`config.mk`:
```
export PLATFORM = sky130hd
export DESIGN_NAME = mc_control_seq
export DESIGN_NICKNAME = d
export VERILOG_FILES = /design/src/rtl/mips_ctrl_pkg.sv /design/src/rtl/mc_instr_decoder.sv /design/src/rtl/mc_control_seq.sv
export SDC_FILE = /design/constraint.sdc
export NUM_CORES = 1
export LEC_CHECK = 0
export BUFFER_PORTS_ARGS = -buffer_cell sky130_fd_sc_hd__buf_2
export CAP_MARGIN = 20
export CELL_PAD_IN_SITES_DETAIL_PLACEMENT = 1
export CELL_PAD_IN_SITES_GLOBAL_PLACEMENT = 1
export CORE_ASPECT_RATIO = 0.9
export CORE_MARGIN = 2
export CORE_UTILIZATION = 32
export CTS_BUF_LIST = sky130_fd_sc_hd__clkbuf_4 sky130_fd_sc_hd__clkbuf_8
export CTS_CLUSTER_SIZE = 12
export DETAILED_ROUTE_END_ITERATION = 8
export PLACE_DENSITY_LB_ADDON = 0.1
export SLEW_MARGIN = 10
export SYNTH_ARGS = -nofsm -noshare
export SYNTH_HDL_FRONTEND = slang
export SYNTH_SLANG_ARGS = --single-unit
```
`constraint.sdc`:
```
create_clock -name clk -period 1.59 [get_ports clk]
set_input_delay 0.2385 -clock clk [delete_from_list [all_inputs] [get_ports clk]]
set_output_delay 0.2385 -clock clk [all_outputs]
set_load 0.01 [all_outputs]
```
`src/rtl/mips_ctrl_pkg.sv`:
```
// Shared definitions for the multi-cycle MIPS control sequencer.
// Contents: opcode/funct encodings of the supported subset, ALU operation
// codes driven to the datapath, destination-select encoding and the
// sequencer state enumeration.
package mips_ctrl_pkg;

  localparam logic [5:0] OP_RTYPE = 6'b000000;
  localparam logic [5:0] OP_ADDI  = 6'b001000;
  localparam logic [5:0] OP_LW    = 6'b100011;
  localparam logic [5:0] OP_SW    = 6'b101011;
  localparam logic [5:0] OP_BEQ   = 6'b000100;

  localparam logic [5:0] FN_ADD   = 6'b100000;
  localparam logic [5:0] FN_SUB   = 6'b100010;
  localparam logic [5:0] FN_AND   = 6'b100100;
  localparam logic [5:0] FN_OR    = 6'b100101;
  localparam logic [5:0] FN_SLT   = 6'b101010;

  typedef enum logic [2:0] {
    ALU_ADD = 3'b000,
    ALU_SUB = 3'b001,
    ALU_AND = 3'b010,
    ALU_OR  = 3'b011,
    ALU_SLT = 3'b100
  } alu_op_t;

  typedef enum logic {
    DEST_RT = 1'b0,
    DEST_RD = 1'b1
  } dest_sel_t;

  typedef enum logic [2:0] {
    S_IDLE,
    S_DECODE,
    S_READ,
    S_EXEC,
    S_MEM,
    S_WB
  } state_t;

endpackage

```
`src/rtl/mc_instr_decoder.sv`:
```
// Combinational instruction decoder for the multi-cycle sequencer.
// Ports:
//   opcode   in   instruction bits [31:26]
//   funct    in   instruction bits [5:0]
//   is_*     out  instruction class flags (one-hot when legal)
//   illegal  out  opcode or R-type funct outside the supported subset
//   alu_op   out  ALU operation for the EXEC phase
//   alu_src  out  1 = ALU operand B comes from the immediate
//   dest_sel out  destination field select (rd for R-type, rt otherwise)
module mc_instr_decoder
  import mips_ctrl_pkg::*;
(
  input  logic [5:0] opcode,
  input  logic [5:0] funct,
  output logic       is_rtype,
  output logic       is_addi,
  output logic       is_lw,
  output logic       is_sw,
  output logic       is_beq,
  output logic       illegal,
  output alu_op_t    alu_op,
  output logic       alu_src,
  output dest_sel_t  dest_sel
);

  always_comb begin
    is_rtype = 1'b0;
    is_addi  = 1'b0;
    is_lw    = 1'b0;
    is_sw    = 1'b0;
    is_beq   = 1'b0;
    illegal  = 1'b0;
    alu_op   = ALU_ADD;
    alu_src  = 1'b0;
    dest_sel = DEST_RT;
    case (opcode)
      OP_RTYPE: begin
        is_rtype = 1'b1;
        dest_sel = DEST_RD;
        case (funct)
          FN_ADD:  alu_op = ALU_ADD;
          FN_SUB:  alu_op = ALU_SUB;
          FN_AND:  alu_op = ALU_AND;
          FN_OR:   alu_op = ALU_OR;
          FN_SLT:  alu_op = ALU_SLT;
          default: illegal = 1'b1;
        endcase
      end
      OP_ADDI: begin
        is_addi = 1'b1;
        alu_src = 1'b1;
      end
      OP_LW: begin
        is_lw   = 1'b1;
        alu_src = 1'b1;
      end
      OP_SW: begin
        is_sw   = 1'b1;
        alu_src = 1'b1;
      end
      // beq compares rs and rt by subtraction
      OP_BEQ: begin
        is_beq = 1'b1;
        alu_op = ALU_SUB;
      end
      default: illegal = 1'b1;
    endcase
  end

endmodule

```
`src/rtl/mc_control_seq.sv`:
```
// Multi-cycle instruction sequencer for the non-pipelined MIPS datapath.
// Accepts one instruction via instr_valid/instr_ready, then walks
// DECODE -> READ -> EXEC -> (MEM) -> (WB), one phase per cycle, sourcing
// every register-file address and write enable plus ALU and memory controls.
// Ports:
//   clk, rst               clock, synchronous active-high reset
//   instr, instr_valid     instruction word and its valid flag
//   instr_ready            idle, instruction accepted this cycle
//   read_reg1/read_reg2    rs/rt to register file (held READ..WB)
//   write_reg, reg_write   destination and write enable (WB only)
//   imm                    immediate field of the captured instruction
//   alu_op, alu_src        ALU control (EXEC onward)
//   mem_read, mem_write    memory request, held until mem_ack
//   mem_ack                memory completion
//   branch, done, error    single-cycle status pulses
module mc_control_seq
  import mips_ctrl_pkg::*;
#(
  parameter int REG_ADDR_W  = 5,
  parameter int INSTR_W     = 32,
  parameter int MEM_TIMEOUT = 15
) (
  input  logic                  clk,
  input  logic                  rst,
  input  logic [INSTR_W-1:0]    instr,
  input  logic                  instr_valid,
  output logic                  instr_ready,
  output logic [REG_ADDR_W-1:0] read_reg1,
  output logic [REG_ADDR_W-1:0] read_reg2,
  output logic [REG_ADDR_W-1:0] write_reg,
  output logic                  reg_write,
  output logic [15:0]           imm,
  output logic [2:0]            alu_op,
  output logic                  alu_src,
  output logic                  mem_read,
  output logic                  mem_write,
  input  logic                  mem_ack,
  output logic                  branch,
  output logic                  done,
  output logic                  error
);

  localparam int CNT_W = $clog2(MEM_TIMEOUT + 1);

  state_t             state, state_next;
  logic [INSTR_W-1:0] ir;
  logic [CNT_W-1:0]   cnt;

  logic      is_rtype, is_addi, is_lw, is_sw, is_beq, illegal;
  logic      dec_alu_src;
  alu_op_t   dec_alu_op;
  dest_sel_t dest_sel;

  logic [REG_ADDR_W-1:0] rs, rt, dest;
  logic                  timeout;

  mc_instr_decoder u_dec (
    .opcode   (ir[31:26]),
    .funct    (ir[5:0]),
    .is_rtype (is_rtype),
    .is_addi  (is_addi),
    .is_lw    (is_lw),
    .is_sw    (is_sw),
    .is_beq   (is_beq),
    .illegal  (illegal),
    .alu_op   (dec_alu_op),
    .alu_src  (dec_alu_src),
    .dest_sel (dest_sel)
  );

  assign rs      = REG_ADDR_W'(ir[25:21]);
  assign rt      = REG_ADDR_W'(ir[20:16]);
  assign dest    = (dest_sel == DEST_RD) ? REG_ADDR_W'(ir[15:11]) : rt;
  assign timeout = (cnt == CNT_W'(MEM_TIMEOUT));

  always_ff @(posedge clk) begin
    if (rst) begin
      state <= S_IDLE;
      ir    <= '0;
      cnt   <= '0;
    end else begin
      state <= state_next;
      if (state == S_IDLE && instr_valid)
        ir <= instr;
      // counter is zeroed on the way into MEM and counts MEM cycles spent
      if (state == S_EXEC)
        cnt <= '0;
      else if (state == S_MEM && !timeout)
        cnt <= cnt + 1'b1;
    end
  end

  always_comb begin
    state_next  = state;
    instr_ready = 1'b0;
    read_reg1   = '0;
    read_reg2   = '0;
    write_reg   = '0;
    reg_write   = 1'b0;
    imm         = ir[15:0];
    alu_op      = ALU_ADD;
    alu_src     = 1'b0;
    mem_read    = 1'b0;
    mem_write   = 1'b0;
    branch      = 1'b0;
    done        = 1'b0;
    error       = 1'b0;

    // rs/rt and ALU controls stay stable from their first phase to retire
    if (state == S_READ || state == S_EXEC || state == S_MEM || state == S_WB) begin
      read_reg1 = rs;
      read_reg2 = rt;
    end
    if (state == S_EXEC || state == S_MEM || state == S_WB) begin
      alu_op  = dec_alu_op;
      alu_src = dec_alu_src;
    end

    case (state)
      S_IDLE: begin
        instr_ready = 1'b1;
        if (instr_valid)
          state_next = S_DECODE;
      end
      S_DECODE: begin
        if (illegal) begin
          error      = 1'b1;
          state_next = S_IDLE;
        end else begin
          state_next = S_READ;
        end
      end
      // register file output is registered; this phase only presents addresses
      S_READ: state_next = S_EXEC;
      S_EXEC: begin
        if (is_beq) begin
          branch     = 1'b1;
          done       = 1'b1;
          state_next = S_IDLE;
        end else if (is_lw || is_sw) begin
          state_next = S_MEM;
        end else begin
          state_next = S_WB;
        end
      end
      S_MEM: begin
        if (timeout) begin
          error      = 1'b1;
          state_next = S_IDLE;
        end else begin
          mem_read  = is_lw;
          mem_write = is_sw;
          if (mem_ack) begin
            if (is_lw) begin
              state_next = S_WB;
            end else begin
              done       = 1'b1;
              state_next = S_IDLE;
            end
          end
        end
      end
      // r0 is hard-wired zero: never write it, but still retire
      S_WB: begin
        write_reg  = dest;
        reg_write  = (is_rtype || is_addi || is_lw) && (dest != '0);
        done       = 1'b1;
        state_next = S_IDLE;
      end
      default: state_next = S_IDLE;
    endcase

    // outputs are forced quiet while reset is held
    if (rst) begin
      instr_ready = 1'b0;
      read_reg1   = '0;
      read_reg2   = '0;
      write_reg   = '0;
      reg_write   = 1'b0;
      imm         = '0;
      alu_op      = ALU_ADD;
      alu_src     = 1'b0;
      mem_read    = 1'b0;
      mem_write   = 1'b0;
      branch      = 1'b0;
      done        = 1'b0;
      error       = 1'b0;
    end
  end

endmodule
```
# Yosys cells after proc, flatten, opt, wreduce, memory -nomap -nowiden
# Index checks and enable logic that the tools add are counted.
[op_classes]
mux = 52
n_reduce_logical = 20
n_addsub = 1
eq_ne = 17
[op_table]
columns = ["cell", "count"]
rows = [
  ["$eq 6x6->1 const B", 7],
  ["$mux 5", 7],
  ["$mux 1", 30],
  ["$mux 3", 7],
  ["$mux 16", 1],
  ["$pmux 3 s5", 1],
  ["$pmux 3 s4", 1],
  ["$logic_or 1x1->1", 8],
  ["$eq 3x2->1 const B", 2],
  ["$eq 3x3->1 const B", 2],
  ["$eq 6x3->1 const B", 1],
  ["$eq 6x4->1 const B", 1],
  ["$logic_not 6->1", 1],
  ["$pmux 3 s2", 1],
  ["$reduce_bool 5->1", 1],
  ["$reduce_or 5->1", 1],
  ["$add 4x1->4 const B", 1],
  ["$eq 4x4->1 const B", 1],
  ["$pmux 1 s2", 2],
  ["$reduce_or 4->1", 1],
  ["$eq 3x1->1 const B", 1],
  ["$logic_and 1x1->1", 3],
  ["$logic_not 3->1", 1],
  ["$ne 3x3->1 const B", 1],
  ["other kinds (7)", 7],
]
[word_totals]
in_bits = 36
register_bits = 39
elab_cells = 93
output_inout_bits = 42

# Depth between registers and ports, before layout
# Gate-level depths: netlist of run 1.
[logic_depth]
depth_word = 7
ltp_mapped = 6
mapped_depth_nobuf = 5

# Cells and area by module
# From an unflattened synthesis of run 1, not the netlist that was laid out.
[unflattened]
hier_cells = 282
area_unflattened_um2 = 2130.8
[modules_own_cells]
columns = ["mod", "cells_per_inst", "area_each_um2", "seq_area_each_um2", "instances"]
rows = [
  ["mc_control_seq", 255, 1923.1, 780.7, 1],
  ["mc_instr_decoder", 27, 207.7, 0.0, 1],
]

# Least setup slack after synthesis of run 1
# No wires, ideal clock.
[synth_timing]
path_type = "reg-to-output"
startpoint = "register state[1]"
endpoint = "output reg_write"
path_buffers = 1
t_required_ns = 1.351
stages_incl_launch_ff = 6
arrival_ns = 1.521
slack_ns = -0.169
path_cell_list = "dfxtp_1 -> buf_2 -> nor2_1 -> nand3_1 -> or3_2 -> a2111oi_2"
[synth_via]
elab_chain_cells = 3
[synth_rtl]
columns = ["item", "line", "source"]
rows = [
  ["start: declaration", "mc_control_seq.sv:45", "state_t state, state_next;"],
  ["start signal: assignment", "mc_control_seq.sv:82", "state <= state_next;"],
  ["$eq 3x3->1", "mc_control_seq.sv:119", "case (state)"],
  ["$mux 1", "mc_control_seq.sv:119", ""],
  ["$mux 1", "mc_control_seq.sv:174", "if (rst) begin"],
  ["end: declaration", "mc_control_seq.sv:31", "output logic reg_write,"],
]
# No other way between the ends.

# Worst setup path in the final report of run 1
[layout_timing]
startpoint = "register ir[26]"
endpoint = "output alu_op[1]"
[layout_via]
elab_chain_cells = 4
word_cells_on_any_way = 5
cone_classes = "eq/ne (1); mux (3); reduce/logical (1)"
[layout_rtl]
columns = ["item", "line", "source"]
rows = [
  ["start: declaration", "mc_control_seq.sv:46", "logic [INSTR_W-1:0] ir;"],
  ["start signal: assignment", "mc_control_seq.sv:84", "ir <= instr;"],
  ["$eq 6x3->1 / $logic_not 6->1 (equally long branches)", "mc_instr_decoder.sv:36", "case (opcode)"],
  ["$pmux 3 s2 (*)", "mc_instr_decoder.sv:36", ""],
  ["$mux 3 (*)", "mc_control_seq.sv:114", "if (state == S_EXEC || state == S_MEM || state == S_WB) begin"],
  ["$mux 3 (*)", "mc_control_seq.sv:174", ""],
  ["end: declaration", "mc_control_seq.sv:33", "output logic [2:0] alu_op,"],
]
# Mark *: on every way between the ends. The rest lies on a longest branch, timed or not.

==> results of run 1 <==
==> flip-flops by register name, summed over array words and instances (netlist names) <==
signal / cells
state: 3
ir: 32
cnt: 4
==> area by class of cell <==
| type | instances | area (sq um) |
|---|---|---|
| fillers | 776 | 2565 |
| multi-input cells | 222 | 1582 |
| repair buffers | 140 | 1060 |
| flip-flops and latches | 39 | 808.3 |
| well taps | 87 | 108.9 |
| clock buffers | 7 | 83.83 |
| clock inverters | 1 | 5.005 |
| inverters | 1 | 3.754 |
==> where the power goes <==
part	switching [uW]	internal, uW	total, uW
Clock	353	343	696
Sequential	73.2	1050	1130
Combinational	499	476	975
==> what timing repair did <==
item / in CTS / in global routing
gates resized for setup: 66 / 50
setup endpoints to repair: 27 / 56
setup buffers: 13 / 7
hold buffers: 0 / 0
cloned: 1 / 3
pin swaps: 30 / 18
==> cells by family (layout without fill, tap and decap cells) <==
| group | after synthesis | after routing | synth area share |
|---|---|---|---|
| compound gates | 56 | 56 | 0.1546 |
| xor+xnor | 2 | 2 | 0.008425 |
| mux | 3 | 3 | 0.01564 |
| flops | 39 | 39 | 0.3755 |
| fa+ha+maj | 1 | 1 | 0.006016 |
| buf+inv | 17 | 149 | 0.03610 |
| simple gates | 160 | 160 | 0.4037 |
==> stage by stage <==
| step | setup slack [ns] | hold slack, ns | TNS (ns) | cells | power, uW |
|---|---|---|---|---|---|
| finish | -0.3977 | 0.1727 | -5.832 | 497 | 2796 |
| global route | -0.4791 | 0.1662 | -8.257 | 497 | 2958 |
| CTS | -0.3784 | 0.1698 | -5.118 | 488 | 2651 |
| detailed placement | -0.1533 | 0.4460 | -0.6785 | 468 | 1816 |
| global placement | -0.1392 | 0.4380 | -0.5148 | 468 | 1795 |
| floorplan | -0.09459 | 0.3538 | -0.2474 | 278 | 1505 |
==> placed cells by master (no fill, tap or decap), types with 10 or more instances in the layout <==
cell     Yosys  routed
a21oi_1     43      28
a21oi_2      0      14
and2_4       0      11
buf_2        3      67
buf_4        0      40
buf_6        1      27
dfxtp_1     39      27
nand2_1     73      67
nor2_1      13      10
nor2b_1     19      18
==> worst max-delay path, stage by stage, from the launching register on <==
cell     delay, ns
dfxtp_4       0.36
nor3_4        0.23
nand2_2       0.13
or3_4         0.41
nor3b_4       0.17
buf_2         0.16
==> worst paths after layout <==
check	from	end	slack, ns	cells past startpoint
max	ir[26]	alu_op[1]	-0.40	5
min	instr[25]	ir[25]	0.17	3
max reg2reg	state[1]	state[0]	-0.15	7
min reg2reg	ir[6]	ir[6]	0.45	2
==> layer usage <==
layer	routed length, um	track usage
met5	0	0
met4	163	0.05821
met3	384	0.04214
met2	4321	0.3672
met1	3562	0.2592
==> flow_summary.ini, run 1 <==
[timing]
post-route-period-util = 1.250
hold_viol = 0
maxSlewHeadroom = 0.8079
worst_slack_ns = -0.3977
final.setup_skew_ns = 0.005927
max_clock_freq_mhz = 503.1
rsz0062_at_grt = true
fin_crit_ns = 1.988
maxSlewViolCount = 0
tightest_slew_ns = 0.2881
setup_viol_count_final = 28

[min_path]
hp-class = in -> reg

[synth]
synth-edff-count = 0
yosys.area.top_type_share = 0.3755
synth_area_per_cell_sq_um = 7.480
yosysTopAreaCell = dfxtp_1
synth_area_leaders = dfxtp_1 (38%), nand2_1 (13%), a21oi_1 (10%)
async_reset_ff_frac = 0
ys_types = 48
netlist_instances = 278
synth_ff_type = dfxtp_1
ys_seq_elements = 39
syn-cell-area_sq_um = 2079
yosysSeqAreaShare = 0.3755
ys_top_cells_by_count = nand2_1 (73), a21oi_1 (43), dfxtp_1 (39), nor2b_1 (19), nor2_1 (13)
syn_nets = 315
yosysMostFrequentCell = nand2_1
ys_warn_count = 0

[clocking]
clock_tree.root_cell = clkbuf_8
tritoncts = built
clkLatencyLatePin_ns = 0.29
cts_sinks = 39
clkSlewWorstSetupHoldPaths_ns = 0.08
htreeDepth = 2
clock_path_buffers = 2
cts_buffers = 5

[finish]
final_area_sq_um = 3651
diodes = 0
layout-drive-gt1-share = 0.5585
areaGrowthSynthToFinish_pct = 75.57
final_core_util = 0.5874
nNetsFinal = 446

[job]
cap_viol_max_count = 0

[routing]
totalWireLength_mm = 8.433
wire_per_inst_um = 16.97
vias_per_cell = 4.992
ant_nets = 0
drtPass1Iterations = 6
drtIter0Drc = 78
remaining_drc_errors = 0
num_vias = 2481

[place]
placed_cell_area_sq_um = 2894
dp_hpwl_mm = 4.785
io_buffers = 77
globalplace.congestion = 0.8120

[floorplan]
fp.dieH_um = 80.48
dieArea_sq_um = 7160
core-area_sq_um = 6216
rows = 27
io_pins = 78
chipWidth_um = 88.98
initial_core_util = 0.3345

[pwr]
irDropWorstVdd_mv = 0.4824
p_per_area_nw_per_um2 = 765.9
p_leak_uw = 0.001584

[global_routing]
grt-ovfl-total = 0
track_usage = 0.2098
antenna_found_initial = 0
grt_pass1_wl_mm = 11.63
grt_max_degree = 33
grt_pass1_vias = 2425

[run_status]
violations = negative setup slack
outcome = complete, but fails checks

[setup_path]
worst-endpoint-required_ns = 1.35
endpoint_kind = primary output
critPathKind = reg -> out
cp.arrival_ns = 1.75
path_max_fanout = 4
cp-start-kind = flop
Note: power is estimated with default switching activity, not from simulation.
==> inputs of run 2 (changes only) <==
SKIP_LAST_GASP = 1   (was not set)
==> run 2 against run 1 <==
  * The run still ends with negative setup slack left
  * Clock-buffer cell count did not move
  * Fmax fell by 1.1%
  * Register-to-register slack barely moved
  * Largest power group unchanged
  * Global-route usage rose by 0.21 points
  * Sequential cell count did not move
  * Hold slack got worse by 0.0047 ns
  * Clock power rose by 3.0%
  * Critical endpoint is now alu_op[0]
  * Non-clock buffer count did not move
  * Sequential share of layout area fell by 1.5 points
  * Worst setup slack got worse by 0.022 ns
  * First-iteration DRC count rose by 9.0%
  * Via count rose by 2.9%
==> flow_summary.ini, run 2 (synthesized netlist as in run 1, its figures left out) <==
[clocking]
tritoncts = built
htreeDepth = 2
cts_hold_buffers = 0
cts_sinks = 39
clock_path_buffers = 2
clock_tree.root_cell = clkbuf_8
cts_buffers = 5
clkSlewWorstSetupHoldPaths_ns = 0.08
clkLatencyLatePin_ns = 0.30

[finish]
fillers = 741
layout_commonest_cell = buf_2
areaGrowthSynthToFinish_pct = 88.03
layout_common_cells = buf_2 (67), buf_4 (41), nand2_1 (36)
reg_top3 = ir: 32 flops, cnt: 4 flops, state: 3 flops
layout-drive-gt1-share = 0.6854
nNetsFinal = 446
diodes = 0
final_core_util = 0.6290
largest-register = ir
largest_register_ffs = 32

[timing]
rsz0062_at_grt = true
maxSlewViolCount = 0
worst_slack_ns = -0.4196
tightest_slew_ns = 0.4134
hold_viol = 0
fin_crit_ns = 2.010
max_clock_freq_mhz = 497.6
setup_tns_ns = -8.986
final.setup_skew_ns = 0.004218
setup_viol_count_final = 66
post-route-period-util = 1.264
maxSlewHeadroom = 0.7244

[setup_path]
path_max_fanout = 5
crit_buf_inv = 1
cp-start-kind = flop
critPathKind = reg -> out
worst-endpoint-required_ns = 1.35
cpPeakStageDelay_ns = 0.55
crit_chain = nor2b_2 -> a21oi_1 -> or4_1 -> a21oi_2 -> buf_2
cpMaxStageDelayCell = or4_1
cp.arrival_ns = 1.77
path_delay_family = simple AND/OR/NAND/NOR gates
endpoint_kind = primary output

[floorplan]
fp.dieH_um = 80.48
initial_core_util = 0.3345
chipWidth_um = 88.98
dieArea_sq_um = 7160
io_pins = 78
core-area_sq_um = 6216
rows = 27

[routing]
remaining_drc_errors = 0
num_vias = 2553
vias_per_cell = 5.137
drtPass1Iterations = 4
wire_per_inst_um = 18.84
totalWireLength_mm = 9.362
ant_nets = 0
drtIter0Drc = 85

[global_routing]
grt-ovfl-total = 0
grt_pass1_vias = 2422
grt_max_degree = 33
grt_pass1_wl_mm = 11.68
track_usage = 0.2119
antenna_found_initial = 0

[pwr]
p_per_area_nw_per_um2 = 758.5
p_leak_uw = 0.001728
irDropWorstVdd_mv = 0.4577

[run_status]
violations = negative setup slack
outcome = complete, but fails checks

[min_path]
hp-class = in -> reg

[place]
io_buffers = 77
dpl_worst_slack_ns = -0.1533
dp_hpwl_mm = 4.785
globalplace.congestion = 0.8120

[job]
cap_viol_max_count = 0
==> run 2: worst reg2reg max path: stages (launching register included) <==
cell	delay, ns
dfxtp_4	0.37
buf_6	0.13
buf_6	0.13
buf_4	0.14
nor2_4	0.10
mux2_4	0.30
a311o_1	0.32
a31oi_1	0.18
==> run 2: cell type report <==
cell class              count  area (sq um)  share of cell area
inverters                   1         3.754           0.0009600
multi-input cells         222          1843              0.4714
repair buffers            140          1057              0.2704
clock buffers               7         83.83             0.02144
flip-flops and latches     39         808.3              0.2067
clock inverters             1         5.005            0.001280
well taps                  87         108.9             0.02784
==> run 2: where the power goes <==
part / total [uW] / internal (uW) / switching [uW]
clock network: 717 / 343 / 374
registers: 1130 / 1050 / 75.7
logic: 1120 / 518 / 604
total: 2970 / 1910 / 1050
==> run 2: path summary, 6_finish.rpt <==
path	startpoint	end	slack [ns]	cells past startpoint
hold reg to reg	ir[6]	ir[6]	0.46	2
setup reg to reg	state[1]	state[0]	-0.15	7
hold / removal	instr[21]	ir[21]	0.17	3
setup / recovery	ir[2]	alu_op[0]	-0.42	5
==> run 2: metal layers <==
layer | track usage | part of all wire
met4 | 0.06119 | 0.022
met2 | 0.3716 | 0.51
met1 | 0.2586 | 0.43
met3 | 0.04522 | 0.039
met5 | 0 | 0
==> run 2: per-stage QoR <==
stage	instance area, sq um	total power, uW	hold WS [ns]	instances
after detailed placement	2894	1816	0.4460	468
final	3910	2966	0.1680	497
after floorplan	2125	1505	0.3538	278
after CTS	3313	2645	0.1698	488
after global routing	3910	3108	0.1657	497
after global placement	2894	1795	0.4380	468
==> run 2: what timing repair did <==
item,CTS,global route
gates resized for setup,62,128
buffers inserted,13,8
pin swaps,29,58
setup endpoints to repair,27,60
gates cloned,1,3
==> inputs of run 3 (changes only) <==
clock period = 1.7 ns   (was 1.59 ns; I/O delays follow)
==> run 3 against run 2 <==
  * Wire length decreased by 20%
  * Clock skew increased by 0.0017 ns
  * Clock-buffer cell count unchanged
  * The run still ends with negative setup slack left
  * Critical endpoint is now alu_op[1]
  * Sequential share of layout area increased by 2.5 points
  * Critical path type unchanged
  * First-iteration DRC count increased by 2.4%
  * Die area unchanged
  * Cell area decreased by 11%
  * Highest routed layer unchanged
  * Largest cell class unchanged
  * Critical path depth increased by 1
==> flow_summary.ini, run 3 (synthesized netlist as in run 1, its figures left out) <==
[setup_path]
path_max_fanout = 4
reg2regPathDepth = 7
r2r-end = state[0]
worst-endpoint-required_ns = 1.44
cp.arrival_ns = 1.79
critPathKind = reg -> out
endpoint_kind = primary output
cp-start-kind = flop
reg2reg_slack_ns = 0.01
r2r-start = state[1]

[clocking]
cts_sinks = 39
clock_path_buffers = 2
clkLatencyLatePin_ns = 0.29
tritoncts = built
clock_tree.root_cell = clkbuf_8
htreeDepth = 2
cts_buffers = 5
clkSlewWorstSetupHoldPaths_ns = 0.08

[floorplan]
dieArea_sq_um = 7160
chipWidth_um = 88.98
fp.dieH_um = 80.48
io_pins = 78
core-area_sq_um = 6216
rows = 27
initial_core_util = 0.3345

[min_path]
min_from = instr[2]
min_delay_path_depth = 3
hold_end = ir[2]
hp-class = in -> reg

[timing]
final.setup_skew_ns = 0.005965
maxSlewHeadroom = 0.7959
setup_viol_count_final = 26
fin_crit_ns = 2.045
post-route-period-util = 1.203
maxSlewViolCount = 0
hold_viol = 0
rsz0062_at_grt = true
tightest_slew_ns = 0.3057
timing.hold.ws_ns = 0.1878
worst_slack_ns = -0.3453
max_clock_freq_mhz = 488.9

[job]
cap_viol_max_count = 0

[finish]
layout_commonest_cell = nand2_1
layout-drive-gt1-share = 0.4938
nNetsFinal = 437
fillers = 782
fin_cells = 488
largest_register_ffs = 32
largest-register = ir
seq_area_sq_um = 804.5
multi_input_area_sq_um = 1493
reg_top3 = ir: 32 flops, cnt: 4 flops, state: 3 flops
diodes = 0
layout_common_cells = nand2_1 (72), buf_2 (67), a21oi_1 (39)
areaGrowthSynthToFinish_pct = 66.85
final_core_util = 0.5582

[routing]
vias_per_cell = 4.805
num_vias = 2345
remaining_drc_errors = 0
drtPass1Iterations = 4
ant_nets = 0
drtIter0Drc = 87
wire_per_inst_um = 15.30
totalWireLength_mm = 7.465

[pwr]
p_leak_uw = 0.001496
p_per_area_nw_per_um2 = 716.9
irDropWorstVdd_mv = 0.4330

[place]
io_buffers = 77
dp_cells = 460
dp_hpwl_mm = 4.649
globalplace.congestion = 0.8277

[run_status]
violations = negative setup slack
outcome = complete, but fails checks

[global_routing]
grt_pass1_wl_mm = 11.14
grt-ovfl-total = 0
grt_pass1_vias = 2294
antenna_found_initial = 0
track_usage = 0.1978
grt_max_degree = 58
==> run 3: through the flow <==
| stage | power (uW) | TNS, ns | area, sq um | setup WS, ns |
|---|---|---|---|---|
| 2_1_floorplan | 1406 | -0.003849 | 2113 | -0.002756 |
| 4_1_cts | 2395 | -4.058 | 3238 | -0.3303 |
| 6_report | 2487 | -5.447 | 3470 | -0.3453 |
| 3_5_place_dp | 1667 | -0.2640 | 2835 | -0.08498 |
| 5_1_grt | 2627 | -7.421 | 3470 | -0.4165 |
| 3_3_place_gp | 1654 | -0.1764 | 2835 | -0.06718 |
==> run 3: timing repair <==
| item | 4_1_cts | 5_1_grt |
|---|---|---|
| gates cloned | 1 | 1 |
| gates resized for setup | 53 | 39 |
| endpoints found under the setup margin | 25 | 28 |
| buffers inserted | 12 | 7 |
| hold buffers | 0 | 0 |
| pin swaps | 25 | 15 |
==> run 3: cell type report <==
class | instances | share of cell area
Sequential cell | 39 | 0.2319
Inverter | 1 | 0.001082
Multi-Input combinational cell | 222 | 0.4302
Timing Repair Buffer | 131 | 0.2798
Tap cell | 87 | 0.03137
Clock buffer | 7 | 0.02416
Clock inverter | 1 | 0.001442
==> run 3: how the worst max path moves through the flow <==
| stage | start | endpoint | slack (ns) | depth (start not counted) |
|---|---|---|---|---|
| 4_1_cts | ir[2] | alu_op[0] | -0.33 | 6 |
| 5_1_grt | ir[2] | alu_op[0] | -0.42 | 6 |
| 2_1_floorplan | ir[31] | alu_op[1] | -0.003 | 5 |
| 3_3_place_gp | rst | reg_write | -0.07 | 6 |
| 6_report | ir[26] | alu_op[1] | -0.35 | 6 |
| 3_5_place_dp | state[2] | alu_op[1] | -0.08 | 5 |
==> run 3: per-layer routing <==
layer | part of all wire | wire [um] | up-vias | global-route usage
met5 | 0 | 0 | - | 0
met4 | 0.014 | 102 | 0 | 0.04776
met3 | 0.049 | 366 | 8 | 0.05139
met2 | 0.50 | 3701 | 61 | 0.3231
met1 | 0.44 | 3294 | 1083 | 0.2595
li1 | - | - | 1193 | -
==> run 3: worst max-delay path, cell delays in order, from the launching register on <==
cell	delay (ns)
dfxtp_2	0.34
buf_6	0.12
nor3_4	0.20
nand2_2	0.12
or3_4	0.37
nor3b_4	0.19
buf_2	0.16
==> run 3: power by group <==
| group | internal [uW] | switching (uW) | total, uW |
|---|---|---|---|
| Combinational | 380 | 407 | 787 |
| Sequential | 984 | 66.8 | 1050 |
| Clock | 320 | 329 | 649 |
| Total | 1680 | 803 | 2490 |
